`src/rtl/writeback_unit_if.sv`:
```
// Purpose : bundles the writeback-stage inputs and the register-file / CSR / redirect / trap outputs.
// Latency : n/a (wiring only).
// Backpressure: none; the writeback unit samples its inputs every cycle.
// Ports   : master = pipeline side (drives wb_* stage inputs, observes results);
//           slave  = writeback unit (consumes stage inputs, drives results).
interface writeback_unit_if #(
  parameter int XLEN = 64
);
  // writeback-stage instruction and candidate results
  logic            wb_v;
  logic [31:0]     wb_ir;
  logic [XLEN-1:0] wb_npc;
  logic [XLEN-1:0] wb_mem_result;
  logic [XLEN-1:0] wb_alu_result;
  logic [XLEN-1:0] wb_rfd;
  logic [XLEN-1:0] wb_csrfd;
  logic [4:0]      wb_drid;
  logic            wb_pc_mux;
  logic [6:0]      wb_exc;
  logic            wb_ecall;
  logic            timer;
  logic            external;
  logic            privilege;

  // register-file, CSR, redirect and trap results
  logic            rf_we;
  logic [XLEN-1:0] wb_rf_data;
  logic [4:0]      wb_drid_out;
  logic            csr_we;
  logic [XLEN-1:0] wb_csr_data;
  logic            pc_mux;
  logic [XLEN-1:0] wb_br_jmp_target;
  logic [31:0]     wb_ir_out;
  logic            cs;
  logic [XLEN-1:0] cause;
  logic            flushing;
  logic [XLEN-1:0] instret;

  modport master (
    output wb_v, wb_ir, wb_npc, wb_mem_result, wb_alu_result, wb_rfd, wb_csrfd,
           wb_drid, wb_pc_mux, wb_exc, wb_ecall, timer, external, privilege,
    input  rf_we, wb_rf_data, wb_drid_out, csr_we, wb_csr_data, pc_mux,
           wb_br_jmp_target, wb_ir_out, cs, cause, flushing, instret
  );

  modport slave (
    input  wb_v, wb_ir, wb_npc, wb_mem_result, wb_alu_result, wb_rfd, wb_csrfd,
           wb_drid, wb_pc_mux, wb_exc, wb_ecall, timer, external, privilege,
    output rf_we, wb_rf_data, wb_drid_out, csr_we, wb_csr_data, pc_mux,
           wb_br_jmp_target, wb_ir_out, cs, cause, flushing, instret
  );
endinterface

```
`src/rtl/writeback_unit.sv`:
```
// Purpose : writeback stage - result select, RF/CSR write, redirect, trap detection and post-trap flush.
// Latency : 1 cycle, every output is registered.
// Backpressure: none; after a trap, FLUSH_CYCLES cycles of input are discarded (flushing=1).
// Ports   : clk, reset_n (synchronous, active-low); bus = writeback_unit_if.slave.
// Config  : define WB_INSTRET_EN to build the retired-instruction counter; otherwise instret is 0.
module writeback_unit #(
  parameter int XLEN         = 64,  // 32 or 64
  parameter int FLUSH_CYCLES = 3    // 1..15
) (
  input logic           clk,
  input logic           reset_n,
  writeback_unit_if.slave bus
);

  localparam logic [0:0] ST_RUN   = 1'b0;
  localparam logic [0:0] ST_FLUSH = 1'b1;

  localparam logic [6:0] OP_LOAD   = 7'b0000011;
  localparam logic [6:0] OP_IMM    = 7'b0010011;
  localparam logic [6:0] OP_REG    = 7'b0110011;
  localparam logic [6:0] OP_IMM32  = 7'b0011011;
  localparam logic [6:0] OP_REG32  = 7'b0111011;
  localparam logic [6:0] OP_LUI    = 7'b0110111;
  localparam logic [6:0] OP_AUIPC  = 7'b0010111;
  localparam logic [6:0] OP_SYSTEM = 7'b1110011;
  localparam logic [6:0] OP_JAL    = 7'b1101111;
  localparam logic [6:0] OP_JALR   = 7'b1100111;

  // counter runs FLUSH_CYCLES-1 down to 0, one discarded cycle per value
  localparam logic [3:0] FLUSH_LAST = 4'(FLUSH_CYCLES - 1);

  // exception vector bit positions
  localparam int EXC_IAM = 0;
  localparam int EXC_IAF = 1;
  localparam int EXC_II  = 2;
  localparam int EXC_LAM = 3;
  localparam int EXC_LAF = 4;
  localparam int EXC_SAM = 5;
  localparam int EXC_SAF = 6;

  logic [0:0]      state;
  logic [3:0]      flush_cnt;

  logic            rf_we_q;
  logic [XLEN-1:0] rf_data_q;
  logic [4:0]      drid_q;
  logic            csr_we_q;
  logic [XLEN-1:0] csr_data_q;
  logic            pc_mux_q;
  logic [XLEN-1:0] target_q;
  logic [31:0]     ir_q;
  logic            cs_q;
  logic [XLEN-1:0] cause_q;

  // ---------------------------------------------------------------------------
  // Result select
  // ---------------------------------------------------------------------------
  logic [6:0]      opcode;
  logic            has_result;
  logic [XLEN-1:0] result;
  logic            csr_write;

  assign opcode = bus.wb_ir[6:0];

  always_comb begin
    has_result = 1'b1;
    result     = bus.wb_alu_result;
    case (opcode)
      OP_LOAD:                               result = bus.wb_mem_result;
      OP_IMM, OP_REG, OP_IMM32, OP_REG32,
      OP_LUI, OP_AUIPC:                      result = bus.wb_alu_result;
      OP_SYSTEM:                             result = bus.wb_rfd;
      OP_JAL, OP_JALR:                       result = bus.wb_npc;
      default:                               has_result = 1'b0;
    endcase
  end

  // funct3 == 000 covers ecall/ebreak/mret-style system ops that never touch a CSR
  assign csr_write = (opcode == OP_SYSTEM) && (bus.wb_ir[14:12] != 3'b000);

  // ---------------------------------------------------------------------------
  // Trap detection: synchronous exceptions first, interrupts only when none
  // ---------------------------------------------------------------------------
  logic            exc_hit;
  logic [3:0]      exc_code;
  logic            irq_hit;
  logic [3:0]      irq_code;
  logic            trap_hit;
  logic [XLEN-1:0] trap_cause;

  always_comb begin
    exc_hit  = 1'b1;
    exc_code = 4'd0;
    if (bus.wb_exc[EXC_IAF])      exc_code = 4'd1;
    else if (bus.wb_exc[EXC_II])  exc_code = 4'd2;
    else if (bus.wb_exc[EXC_IAM]) exc_code = 4'd0;
    else if (bus.wb_ecall)        exc_code = bus.privilege ? 4'd11 : 4'd8;
    else if (bus.wb_exc[EXC_SAM]) exc_code = 4'd6;
    else if (bus.wb_exc[EXC_LAM]) exc_code = 4'd4;
    else if (bus.wb_exc[EXC_SAF]) exc_code = 4'd7;
    else if (bus.wb_exc[EXC_LAF]) exc_code = 4'd5;
    else                          exc_hit  = 1'b0;
  end

  assign irq_hit  = bus.external || bus.timer;
  assign irq_code = bus.external ? 4'd11 : 4'd7;
  assign trap_hit = exc_hit || irq_hit;

  always_comb begin
    trap_cause           = '0;
    trap_cause[3:0]      = exc_hit ? exc_code : irq_code;
    trap_cause[XLEN-1]   = !exc_hit;
  end

  // ---------------------------------------------------------------------------
  // Accept / retire
  // ---------------------------------------------------------------------------
  logic accept;
  logic retire;
  logic take_trap;

  assign accept    = bus.wb_v && (state == ST_RUN);
  assign take_trap = accept && trap_hit;
  assign retire    = accept && !trap_hit;

  // ---------------------------------------------------------------------------
  // FSM and registered outputs
  // ---------------------------------------------------------------------------
  always_ff @(posedge clk) begin
    if (!reset_n) begin
      state      <= ST_RUN;
      flush_cnt  <= 4'd0;
      rf_we_q    <= 1'b0;
      rf_data_q  <= '0;
      drid_q     <= 5'd0;
      csr_we_q   <= 1'b0;
      csr_data_q <= '0;
      pc_mux_q   <= 1'b0;
      target_q   <= '0;
      ir_q       <= 32'd0;
      cs_q       <= 1'b0;
      cause_q    <= '0;
    end else begin
      // strobes default low; data registers hold unless a retire/trap updates them
      rf_we_q  <= 1'b0;
      csr_we_q <= 1'b0;
      pc_mux_q <= 1'b0;
      cs_q     <= 1'b0;

      if (state == ST_FLUSH) begin
        if (flush_cnt == 4'd0) begin
          state <= ST_RUN;
        end else begin
          flush_cnt <= flush_cnt - 4'd1;
        end
      end else if (take_trap) begin
        cs_q      <= 1'b1;
        cause_q   <= trap_cause;
        state     <= ST_FLUSH;
        flush_cnt <= FLUSH_LAST;
      end else if (retire) begin
        rf_we_q  <= has_result && (bus.wb_drid != 5'd0);
        drid_q   <= bus.wb_drid;
        ir_q     <= bus.wb_ir;
        pc_mux_q <= bus.wb_pc_mux;
        target_q <= bus.wb_alu_result;
        // keep the last real result visible for instructions that produce none
        if (has_result) begin
          rf_data_q <= result;
        end
        if (csr_write) begin
          csr_we_q   <= 1'b1;
          csr_data_q <= bus.wb_csrfd;
        end
      end
    end
  end

  assign bus.rf_we            = rf_we_q;
  assign bus.wb_rf_data       = rf_data_q;
  assign bus.wb_drid_out      = drid_q;
  assign bus.csr_we           = csr_we_q;
  assign bus.wb_csr_data      = csr_data_q;
  assign bus.pc_mux           = pc_mux_q;
  assign bus.wb_br_jmp_target = target_q;
  assign bus.wb_ir_out        = ir_q;
  assign bus.cs               = cs_q;
  assign bus.cause            = cause_q;
  assign bus.flushing         = (state == ST_FLUSH);

  // ---------------------------------------------------------------------------
  // Retired-instruction counter
  // ---------------------------------------------------------------------------
`ifdef WB_INSTRET_EN
  logic [XLEN-1:0] instret_q;

  always_ff @(posedge clk) begin
    if (!reset_n) begin
      instret_q <= '0;
    end else if (retire) begin
      instret_q <= instret_q + XLEN'(1);
    end
  end

  assign bus.instret = instret_q;
`else
  assign bus.instret = '0;
`endif

endmodule

```
`src/flat_wrapper.sv`:
```
// flat-port wrapper written by rule: the top's interface ports become plain ports
module writeback_unit_flat 
#(
  parameter int XLEN         = 64,             
  parameter int FLUSH_CYCLES = 3            
)
  (clk, reset_n, bus_wb_v, bus_wb_ir, bus_wb_npc, bus_wb_mem_result, bus_wb_alu_result, bus_wb_rfd, bus_wb_csrfd, bus_wb_drid, bus_wb_pc_mux, bus_wb_exc, bus_wb_ecall, bus_timer, bus_external, bus_privilege, bus_rf_we, bus_wb_rf_data, bus_wb_drid_out, bus_csr_we, bus_wb_csr_data, bus_pc_mux, bus_wb_br_jmp_target, bus_wb_ir_out, bus_cs, bus_cause, bus_flushing, bus_instret);
  writeback_unit_if #(.XLEN(XLEN)) bus_i ();
  input logic clk;
  input logic reset_n;
  input wire logic [$bits(bus_i.wb_v)-1:0] bus_wb_v;
  input wire logic [$bits(bus_i.wb_ir)-1:0] bus_wb_ir;
  input wire logic [$bits(bus_i.wb_npc)-1:0] bus_wb_npc;
  input wire logic [$bits(bus_i.wb_mem_result)-1:0] bus_wb_mem_result;
  input wire logic [$bits(bus_i.wb_alu_result)-1:0] bus_wb_alu_result;
  input wire logic [$bits(bus_i.wb_rfd)-1:0] bus_wb_rfd;
  input wire logic [$bits(bus_i.wb_csrfd)-1:0] bus_wb_csrfd;
  input wire logic [$bits(bus_i.wb_drid)-1:0] bus_wb_drid;
  input wire logic [$bits(bus_i.wb_pc_mux)-1:0] bus_wb_pc_mux;
  input wire logic [$bits(bus_i.wb_exc)-1:0] bus_wb_exc;
  input wire logic [$bits(bus_i.wb_ecall)-1:0] bus_wb_ecall;
  input wire logic [$bits(bus_i.timer)-1:0] bus_timer;
  input wire logic [$bits(bus_i.external)-1:0] bus_external;
  input wire logic [$bits(bus_i.privilege)-1:0] bus_privilege;
  output wire logic [$bits(bus_i.rf_we)-1:0] bus_rf_we;
  output wire logic [$bits(bus_i.wb_rf_data)-1:0] bus_wb_rf_data;
  output wire logic [$bits(bus_i.wb_drid_out)-1:0] bus_wb_drid_out;
  output wire logic [$bits(bus_i.csr_we)-1:0] bus_csr_we;
  output wire logic [$bits(bus_i.wb_csr_data)-1:0] bus_wb_csr_data;
  output wire logic [$bits(bus_i.pc_mux)-1:0] bus_pc_mux;
  output wire logic [$bits(bus_i.wb_br_jmp_target)-1:0] bus_wb_br_jmp_target;
  output wire logic [$bits(bus_i.wb_ir_out)-1:0] bus_wb_ir_out;
  output wire logic [$bits(bus_i.cs)-1:0] bus_cs;
  output wire logic [$bits(bus_i.cause)-1:0] bus_cause;
  output wire logic [$bits(bus_i.flushing)-1:0] bus_flushing;
  output wire logic [$bits(bus_i.instret)-1:0] bus_instret;
  assign bus_i.wb_v = bus_wb_v;
  assign bus_i.wb_ir = bus_wb_ir;
  assign bus_i.wb_npc = bus_wb_npc;
  assign bus_i.wb_mem_result = bus_wb_mem_result;
  assign bus_i.wb_alu_result = bus_wb_alu_result;
  assign bus_i.wb_rfd = bus_wb_rfd;
  assign bus_i.wb_csrfd = bus_wb_csrfd;
  assign bus_i.wb_drid = bus_wb_drid;
  assign bus_i.wb_pc_mux = bus_wb_pc_mux;
  assign bus_i.wb_exc = bus_wb_exc;
  assign bus_i.wb_ecall = bus_wb_ecall;
  assign bus_i.timer = bus_timer;
  assign bus_i.external = bus_external;
  assign bus_i.privilege = bus_privilege;
  assign bus_rf_we = bus_i.rf_we;
  assign bus_wb_rf_data = bus_i.wb_rf_data;
  assign bus_wb_drid_out = bus_i.wb_drid_out;
  assign bus_csr_we = bus_i.csr_we;
  assign bus_wb_csr_data = bus_i.wb_csr_data;
  assign bus_pc_mux = bus_i.pc_mux;
  assign bus_wb_br_jmp_target = bus_i.wb_br_jmp_target;
  assign bus_wb_ir_out = bus_i.wb_ir_out;
  assign bus_cs = bus_i.cs;
  assign bus_cause = bus_i.cause;
  assign bus_flushing = bus_i.flushing;
  assign bus_instret = bus_i.instret;
  writeback_unit #(.XLEN(XLEN), .FLUSH_CYCLES(FLUSH_CYCLES)) u_core (.clk(clk), .reset_n(reset_n), .bus(bus_i));
endmodule
```
`config.mk`:
```
export PLATFORM = sky130hd
export DESIGN_NAME = writeback_unit_flat
export DESIGN_NICKNAME = d
export VERILOG_FILES = /design/src/rtl/writeback_unit_if.sv /design/src/rtl/writeback_unit.sv /design/src/flat_wrapper.sv
export SDC_FILE = /design/constraint.sdc
export NUM_CORES = 1
export LEC_CHECK = 0
export CORE_AREA = 2 2 288 290
export CTS_BUF_LIST = sky130_fd_sc_hd__clkbuf_8 sky130_fd_sc_hd__clkbuf_16
export DETAILED_ROUTE_END_ITERATION = 8
export DIE_AREA = 0 0 290 292
export HOLD_SLACK_MARGIN = 0.15
export PLACE_DENSITY = 0.39
export SETUP_SLACK_MARGIN = 0.05
export SLEW_MARGIN = 20
export SYNTH_ARGS = -nofsm -noshare
export SYNTH_HDL_FRONTEND = slang
export SYNTH_SLANG_ARGS = --single-unit
export TNS_END_PERCENT = 30
```
`constraint.sdc`:
```
create_clock -name clk -period 2 [get_ports clk]
set_input_delay 0.6 -clock clk [delete_from_list [all_inputs] [get_ports clk]]
set_output_delay 0.6 -clock clk [all_outputs]
set_load 0.005 [all_outputs]
```
======== Word-level counts from Yosys, hierarchy flattened ========
Index checks and enable logic that the tools add are counted.
storage, ports and cells
  bits in registers ....................... 243
  input bits .............................. 372
  output and inout port bits .............. 362
  word-level logic and storage cells ...... 78
operators by class
  $add $sub $neg .......................... 1
  equal/unequal tests ..................... 11
  muxes and demuxes ....................... 28
  bitwise gates (word level) .............. 4
  reduce and logical (&&, ||, !) cells .... 22
operator list
  operator                                             number
  case mux 64 bit (3 select lines)                     1
  two-way mux 4 bit                                    12
  equality test 7 x 5 -> 1 bit, second input constant  3
  equality test 7 x 6 -> 1 bit, second input constant  3
  equality test 7 bit, second input constant           3
  two-way mux 1 bit                                    13
  OR reduction 10 bit                                  1
  AND reduction 4 bit                                  2
  equality test 7 x 2 -> 1 bit, second input constant  1
  logical AND 1 bit                                    5
  nonzero test 5 bit                                   1
  zero test 4 bit                                      1
  NOT 1 bit                                            4
  AND reduction 2 bit                                  2
  OR reduction 2 bit                                   2
  OR reduction 4 bit                                   1
  subtractor 4 x 1 -> 4 bit, second input constant     1
  two-way mux 3 bit                                    1
  AND reduction 3 bit                                  1
  nonzero test 3 bit                                   1
  zero test 1 bit                                      2
  logical OR 1 bit                                     2
  two-way mux 2 bit                                    1
  inequality test 2 bit, second input constant         1
  nonzero test 2 bit                                   1

======== Longest topological paths before layout ========
  word-level depth ........................ 13
  depth in mapped cells ................... 7
  mapped depth without buffers ............ 6

======== Least setup slack after synthesis ========
OpenSTA, ideal clock, no wires.
  path kind ............................... input-to-reg
  start point ............................. input port bus_wb_exc[6]
  end point ............................... register u_core.rf_data_q[2] (netlist: u_core.bus.wb_rf_data[2])
  setup time .............................. 0.135 ns
  data arrival time ....................... 1.922 ns
  data required time ...................... 1.865 ns
  slack ................................... -0.057 ns
  stages .................................. 6
  path buffers ............................ 2
  path through ............................ or4_4 nor2_1 o211a_1 buf_2 buf_2 a32oi_1
on the way
  longest elaborated chain between the ends .. 11
RTL lines
  item                                                  RTL line                                      source
  start, declared                                       flat_wrapper.sv:20                            input wire logic [$bits(bus_i.wb_exc)-1:0] bus_wb_exc;
  two-way mux 1 bit (*)                                 writeback_unit.sv:100                         else if (bus.wb_exc[EXC_SAF]) exc_code = 4'd7;
  two-way mux 1 bit (*)                                 writeback_unit.sv:99                          else if (bus.wb_exc[EXC_LAM]) exc_code = 4'd4;
  two-way mux 1 bit (*)                                 writeback_unit.sv:98                          else if (bus.wb_exc[EXC_SAM]) exc_code = 4'd6;
  two-way mux 1 bit (*)                                 writeback_unit.sv:97                          else if (bus.wb_ecall) exc_code = bus.privilege ? 4'd11 : 4'd8;
  two-way mux 1 bit (*)                                 writeback_unit.sv:96                          else if (bus.wb_exc[EXC_IAM]) exc_code = 4'd0;
  two-way mux 1 bit (*)                                 writeback_unit.sv:95                          else if (bus.wb_exc[EXC_II]) exc_code = 4'd2;
  two-way mux 1 bit (*)                                 writeback_unit.sv:94                          if (bus.wb_exc[EXC_IAF]) exc_code = 4'd1;
  logical OR 1 bit (*)                                  writeback_unit.sv:107                         assign trap_hit = exc_hit || irq_hit;
  zero test 1 bit or logical AND 1 bit (tied branches)  writeback_unit.sv:124, writeback_unit.sv:123
  logical AND 1 bit or NOT 1 bit (tied branches)        n/a
  AND reduction 4 bit (no source line) (*)              n/a
  end signal, assigned                                  writeback_unit.sv:169                         rf_data_q <= result;
  end, declared                                         writeback_unit.sv:45                          logic [XLEN-1:0] rf_data_q;
Mark *: on every way between the ends. The rest lies on a longest branch, timed or not.
A chain may end at the register's enable or synchronous reset.

======== Worst setup path in the final report ========
  start point ............................. register u_core.state (netlist: u_core.bus.flushing)
  end point ............................... output port bus_flushing
RTL lines
  item                    RTL line               source
  start, declared         writeback_unit.sv:41   logic [0:0] state;
  start signal, assigned  writeback_unit.sv:131  state <= ST_RUN;
  start signal, assigned  writeback_unit.sv:152  state <= ST_RUN;
  start signal, assigned  writeback_unit.sv:159  state <= ST_FLUSH;
  end, declared           flat_wrapper.sv:35     output wire logic [$bits(bus_i.flushing)-1:0] bus_flushing;
No word-level cell between the ends.

==> impl_metrics.yaml <==
cts:
  clk_latency_ps: 580
  cts_tree: "yes"
  htree_levels: 1
  clk_pin_slew_ps: 60
  clockBufferDepth: 3
  cts_buffers: 31
  numClockSinks: 243
  cts_hold_buffers: 0
  clockRootBuffer: "clkbuf_16"
power_and_ir_drop:
  peakVddDrop_v: 0.000561
  swShare_pct: 24.3
  p_leak_nw: 8.47
  pwr-share-seq_pct: 42.0
  power.switching_mw: 2.81
  p_int_mw: 8.76
  cellPowerDensity_nw_per_um2: 580
  power_frac_comb_pct: 11.7
  clkPwrFrac_pct: 46.3
yosys:
  post_synth_mux_area_share_pct: 5.81
  synth_top_family_by_area: "simple AND/OR/NAND/NOR gates"
  synthTopCellsByArea: "dfxtp_1, nand2_1, buf_4"
  synthXorXnorAreaFrac_pct: 0
  ys_ff_latch: 243
  synth_top_area_share_pct: 44.1
  synth_top_area_cell: "dfxtp_1"
  synthAdderAreaFrac_pct: 0.113
  synth_common_cells: "nand2_1, dfxtp_1, buf_4"
  synthCells: 1322
  synth-edff-count: 0
  yosys_warnings: 0
  netlist_area_um2: 11000
  ys_types: 49
  synth-compound-area-share_pct: 17.2
  synth_ff_type: "dfxtp_1"
  ys_seq_area_share_pct: 44.1
  async_flop_share_pct: 0
  yosys.area_share.simple_pct: 19.7
  syn_avg_cell_area_um2: 8.34
  synth.most_common_cell: "nand2_1"
global_routing:
  grt-ovfl-total: 0
  grt_pass1_wl_um: 87900
  grt_usage_pct: 14.0
  grt_max_degree: 70
  grt_pass1_vias: 12200
  antenna_found_initial: 6
timing:
  grt_setup_unrepaired: "true"
  finalMaxSlewViolations: 0
  max_freq_ghz: 0.524
  finalSetupViolations: 0
  tns_ps: 0
  slew_headroom_pct: 58.9
  hold_viol_final: 0
  fin_crit_ps: 1910
  tightest_slew_ps: 616
  fin_skew_ps: 10.6
  fin_crit_sh_pct: 95.4
floorplan:
  io_pins: 734
  die_area_um2: 84700
  core_um2: 81600
  row_count: 105
  die_y_um: 292
  die_x_um: 290
  start_util_pct: 13.5
placement:
  globalplace.congestion: 0.802
  dp_cells: 2989
  portBuffers: 610
  hpwl_um: 46500
route:
  firstDrtPassIters: 9
  avgRoutedWirePerCell_um: 20.3
  routed_wl_um: 62500
  drc_errors: 0
  vias_per_cell: 3.96
  vias: 12100
  drt-initial-drc-count: 570
  antenna_left: 0
finish:
  finalNonFillerCells: 3071
  fin_nets: 2352
  fill_cells: 8936
  post-route-util_pct: 24.4
  drive_gt1_share_pct: 11.1
  areaGrowthSynthToFinish_pct: 80.8
min_path:
  hp-class: "in -> reg"
critical_path:
  critPathCaptureType: "output pin"
  cp_data_arrival_time_ps: 1310
  startpoint_type: "register"
  worstPathRequired_ps: 1400
  crit_type: "reg -> out"
  cp_max_fo: 7
job:
  maxCapViolations: 0
status:
  status: "complete, no violations"
## cells by family after synthesis
family / after synthesis
and+or+nand+nor: 519
other: 1
AOI/OAI and AO/OA: 255
muxes: 64
DFF: 243
buffers and inverters: 239
adders and majority gates: 1
## flip-flops by register name (all words and copies together), names as in the netlist, 4 cells and up
signal / count
u_core.bus.cause: 5
u_core.bus.wb_br_jmp_target: 64
u_core.bus.wb_csr_data: 64
u_core.bus.wb_drid_out: 5
u_core.bus.wb_ir_out: 32
u_core.bus.wb_rf_data: 64
u_core.flush_cnt: 4
## worst max-delay path: stages (launching register included)
cell and delay (ps):
dfxtp_2 370, buf_6 130, clkdlybuf4s15_2 220
## placed cells by master (no fill, tap or decap), drive strengths merged, types with 4 or more instances in the layout
cell type / n
clkdlybuf4s15: 4
nand2: 403
a222oi: 64
buf: 122
dfxtp: 243
a21oi: 107
inv: 16
a32oi: 64
bufbuf: 4
dlygate4sd2: 239
nor2: 14
clkbuf: 52
conb: 123
nor3: 6
mux2i: 64
nand2b: 4
and2: 4
clkdlybuf4s50: 352
nand3: 65
## metal layers
metal  track usage (%)  wire length, um  up-vias
met5                 0               40        -
met4              3.34             1240        6
met3              3.39             4190       68
met2              26.1            32500      496
met1              16.0            24500     5833
li1                  -                -     5744
## what timing repair did
action	4_1_cts	5_1_grt
gates cloned	7	0
pin swaps	12	13
resized for setup	290	38
hold endpoints to repair	0	0
setup endpoints to repair	464	216
buffers inserted	16	5
## stage by stage
step | setup WS (ps) | power [mW] | hold slack, ps | instance area, um^2
global placement | -839 | 6.31 | 432 | 18800
global route | 39.2 | 12.1 | 290 | 19900
detailed placement | -864 | 6.32 | 440 | 18800
floorplan | 25.1 | 5.44 | 442 | 11600
finish | 92.8 | 11.6 | 291 | 19900
CTS | 50.2 | 11.8 | 406 | 19900
## power groups by stage
stage	combinational (mW)	clock, mW	sequential, mW
final	1.35	5.35	4.86
after global placement	1.34	0	4.97
after floorplan	0.471	0	4.97
after global routing	1.46	5.73	4.86
after detailed placement	1.35	0	4.97
after CTS	1.36	5.57	4.86
## worst paths after layout
check | to | slack, ps | start | cells after the start
setup reg to reg | u_core.bus.wb_rf_data[15]$_SDFFE_PN0P_ | 200 | u_core.bus.flushing$_SDFF_PN0_ | 7
hold / removal | u_core.bus.wb_ir_out[5]$_SDFFE_PN0P_ | 290 | bus_wb_ir[5] | 3
setup / recovery | bus_flushing | 90 | u_core.bus.flushing$_SDFF_PN0_ | 2
hold reg to reg | u_core.bus.wb_rf_data[19]$_SDFFE_PN0P_ | 440 | u_core.bus.wb_rf_data[19]$_SDFFE_PN0P_ | 2
## area by class of cell
class | count | area, um^2 | share of cell area (%)
repair buffers | 735 | 7380 | 37.0
multi-input cells | 962 | 5350 | 26.8
flip-flops and latches | 243 | 4890 | 24.5
well taps | 1070 | 1340 | 6.72
clock buffers | 40 | 900 | 4.51
clock inverters | 13 | 52.6 | 0.264
inverters | 6 | 25.0 | 0.126
diodes | 2 | 5.00 | 0.0251
Note: power is estimated with default switching activity, not from simulation.
==> RTL change (same flow settings) <==
The option `WB_INSTRET_EN` is turned on by a define.
--- a/src/rtl/writeback_unit.sv
+++ b/src/rtl/writeback_unit.sv
@@ -3,6 +3,8 @@
 // Backpressure: none; after a trap, FLUSH_CYCLES cycles of input are discarded (flushing=1).
 // Ports   : clk, reset_n (synchronous, active-low); bus = writeback_unit_if.slave.
 // Config  : define WB_INSTRET_EN to build the retired-instruction counter; otherwise instret is 0.
+`define WB_INSTRET_EN
+
 module writeback_unit #(
   parameter int XLEN         = 64,  // 32 or 64
   parameter int FLUSH_CYCLES = 3    // 1..15
Formal check against the unedited RTL: not equivalent (a bounded check fails within 4 cycles, from zero or initial values and one cycle with reset_n low).
==> RTL change against the unedited design <==
Hold slack gained 150 ps. Sequential cell count grew 64. Largest cell class unchanged. Via count grew 25%. Clock power grew 43%. Routed wire length grew 18%. Global-route usage grew 2.7 points. Sequential power grew 26%. Setup slack lost 22 ps. Synthesized area grew 17%. Total power grew 30%. Design area grew 20%.
==> RTL change: results (changes against the unedited design) <==
Run status
  • Status: finished, final reports clean

Synthesis
  • Synth area leaders: dfxtp_1 (48%), nand2_1 (12%), a21oi_1 (7.9%)
  • Synthesized instance count: 1607 (+22%)
  • Post-synthesis cell type count: 51 (+4.1%)
  • Top cells by count, synth: nand2_1 (425), dfxtp_1 (307), a21oi_1 (204)

Cells and area
  • Share of cells above drive strength 1: 0.163 (+0.0526)
  • FILL cells: 8664 (-3.0%)
  • CLK BUF: 50 (+25%)
  • Fin util: 0.294 (+0.0492)
  • Count of multi-input gates: 1163 (+21%)
  • Register Area: 6230 µm² (+27%)
  • Flip-flop and latch count: 307 (+26%)
  • Total Nets Final: 2796 (+19%)
  • Non-clock buffers: 894 (+22%)
  • Clk cell area share: 0.0579 (+0.0101)
  • ANT cells: 5 (+3)
  • Multi-input combinational area share: 0.265 (-0.00295)

CTS
  • Total CTS buffers: 41 (+32%)

Critical path
  • Data arrival, critical path: 2410 ps (+1100 ps)
  • Cells on worst reg2reg path: 9 (+2)
  • Crit-path max cell delay: 390 ps (+20 ps)
  • Critical Path Fanout Max: 6 (-1)
  • Worst path slowest cell: or4_1

Timing
  • Setup Skew: 16.3 ps (+5.71 ps)

Global route
  • Initial antenna violation count: 20 (+14)
  • Vias in the first global route: 15486 (+26%)
  • Gr usage total: 0.167 (+0.0272)
  • First-pass GRT wire length: 106000 µm (+21%)

Power
  • Combinational fraction of design power: 0.084 (-0.033)
  • Max VDD drop: 0.520 mV (-7.4%)

Placed design
  • Port bufs: 674 (+10%)
  • Dpl cells: 3412 (+14%)
  • GPL Wtd Cong: 0.854 (+6.4%)
  • Detail Placement HPWL: 56500 µm (+22%)
  • DP Area: 22100 µm² (+18%)

Drt
  • Via density per instance: 4.29 (+8.6%)
  • DR WL/cell: 21.0 µm (+3.0%)

Hold path
  • Worst min path class: reg -> reg
  • Hold path cells: 2 (-1)
-- RTL change: cell types whose count changed after synthesis, moves of 27 or more --
cell / unedited run / this run
a21oi_1: 107 / 204
a31oi_1: 2 / 65
a32oi_1: 64 / 0
buf_4: 138 / 60
clkbuf_1: 79 / 106
dfxtp_1: 243 / 307
mux2i_1: 64 / 3
nand3_1: 65 / 21
nor2_1: 14 / 42
o21ai_0: 3 / 82
-- RTL change: tightest hold or removal path, delay by kind of cell (launching register included) --
kind             cells  cell delay (ps)
AO/OA/AOI/OAI        1               50
AND/OR/NAND/NOR      1               50
flip-flops           1              300
-- RTL change: logic make-up after synthesis --
kind of cell	count (synthesis)	synth area share
compound gates	448	0.210
xor+xnor	28	0.0190
fa+ha+maj	2	0.00194
buf+inv	196	0.0755
flops	307	0.475
mux	3	0.00232
other cells	1	0.000290
simple gates	622	0.216
-- RTL change: final timing paths --
check	start	to	slack, ps
setup / recovery	u_core.bus.instret[25]$_SDFFE_PN0P_	u_core.bus.instret[58]$_SDFFE_PN0P_	70
hold / removal	u_core.bus.wb_csr_data[18]$_SDFFE_PN0P_	u_core.bus.wb_csr_data[18]$_SDFFE_PN0P_	440
setup reg to reg	u_core.bus.instret[25]$_SDFFE_PN0P_	u_core.bus.instret[58]$_SDFFE_PN0P_	70
hold reg to reg	u_core.bus.wb_csr_data[18]$_SDFFE_PN0P_	u_core.bus.wb_csr_data[18]$_SDFFE_PN0P_	440
-- RTL change: layer usage --
metal | vias up | GRT usage
li1 | 7227 | -
met3 | 116 | 0.0541
met4 | 12 | 0.0396
met2 | 595 | 0.307
met5 | - | 0
met1 | 7197 | 0.186
-- RTL change: what timing repair did --
action	CTS	global route
cloned	5	0
hold endpoints to repair	0	0
endpoints found under the setup margin	589	120
buffers inserted	26	11
pin swaps	31	23
gates resized for setup	455	53
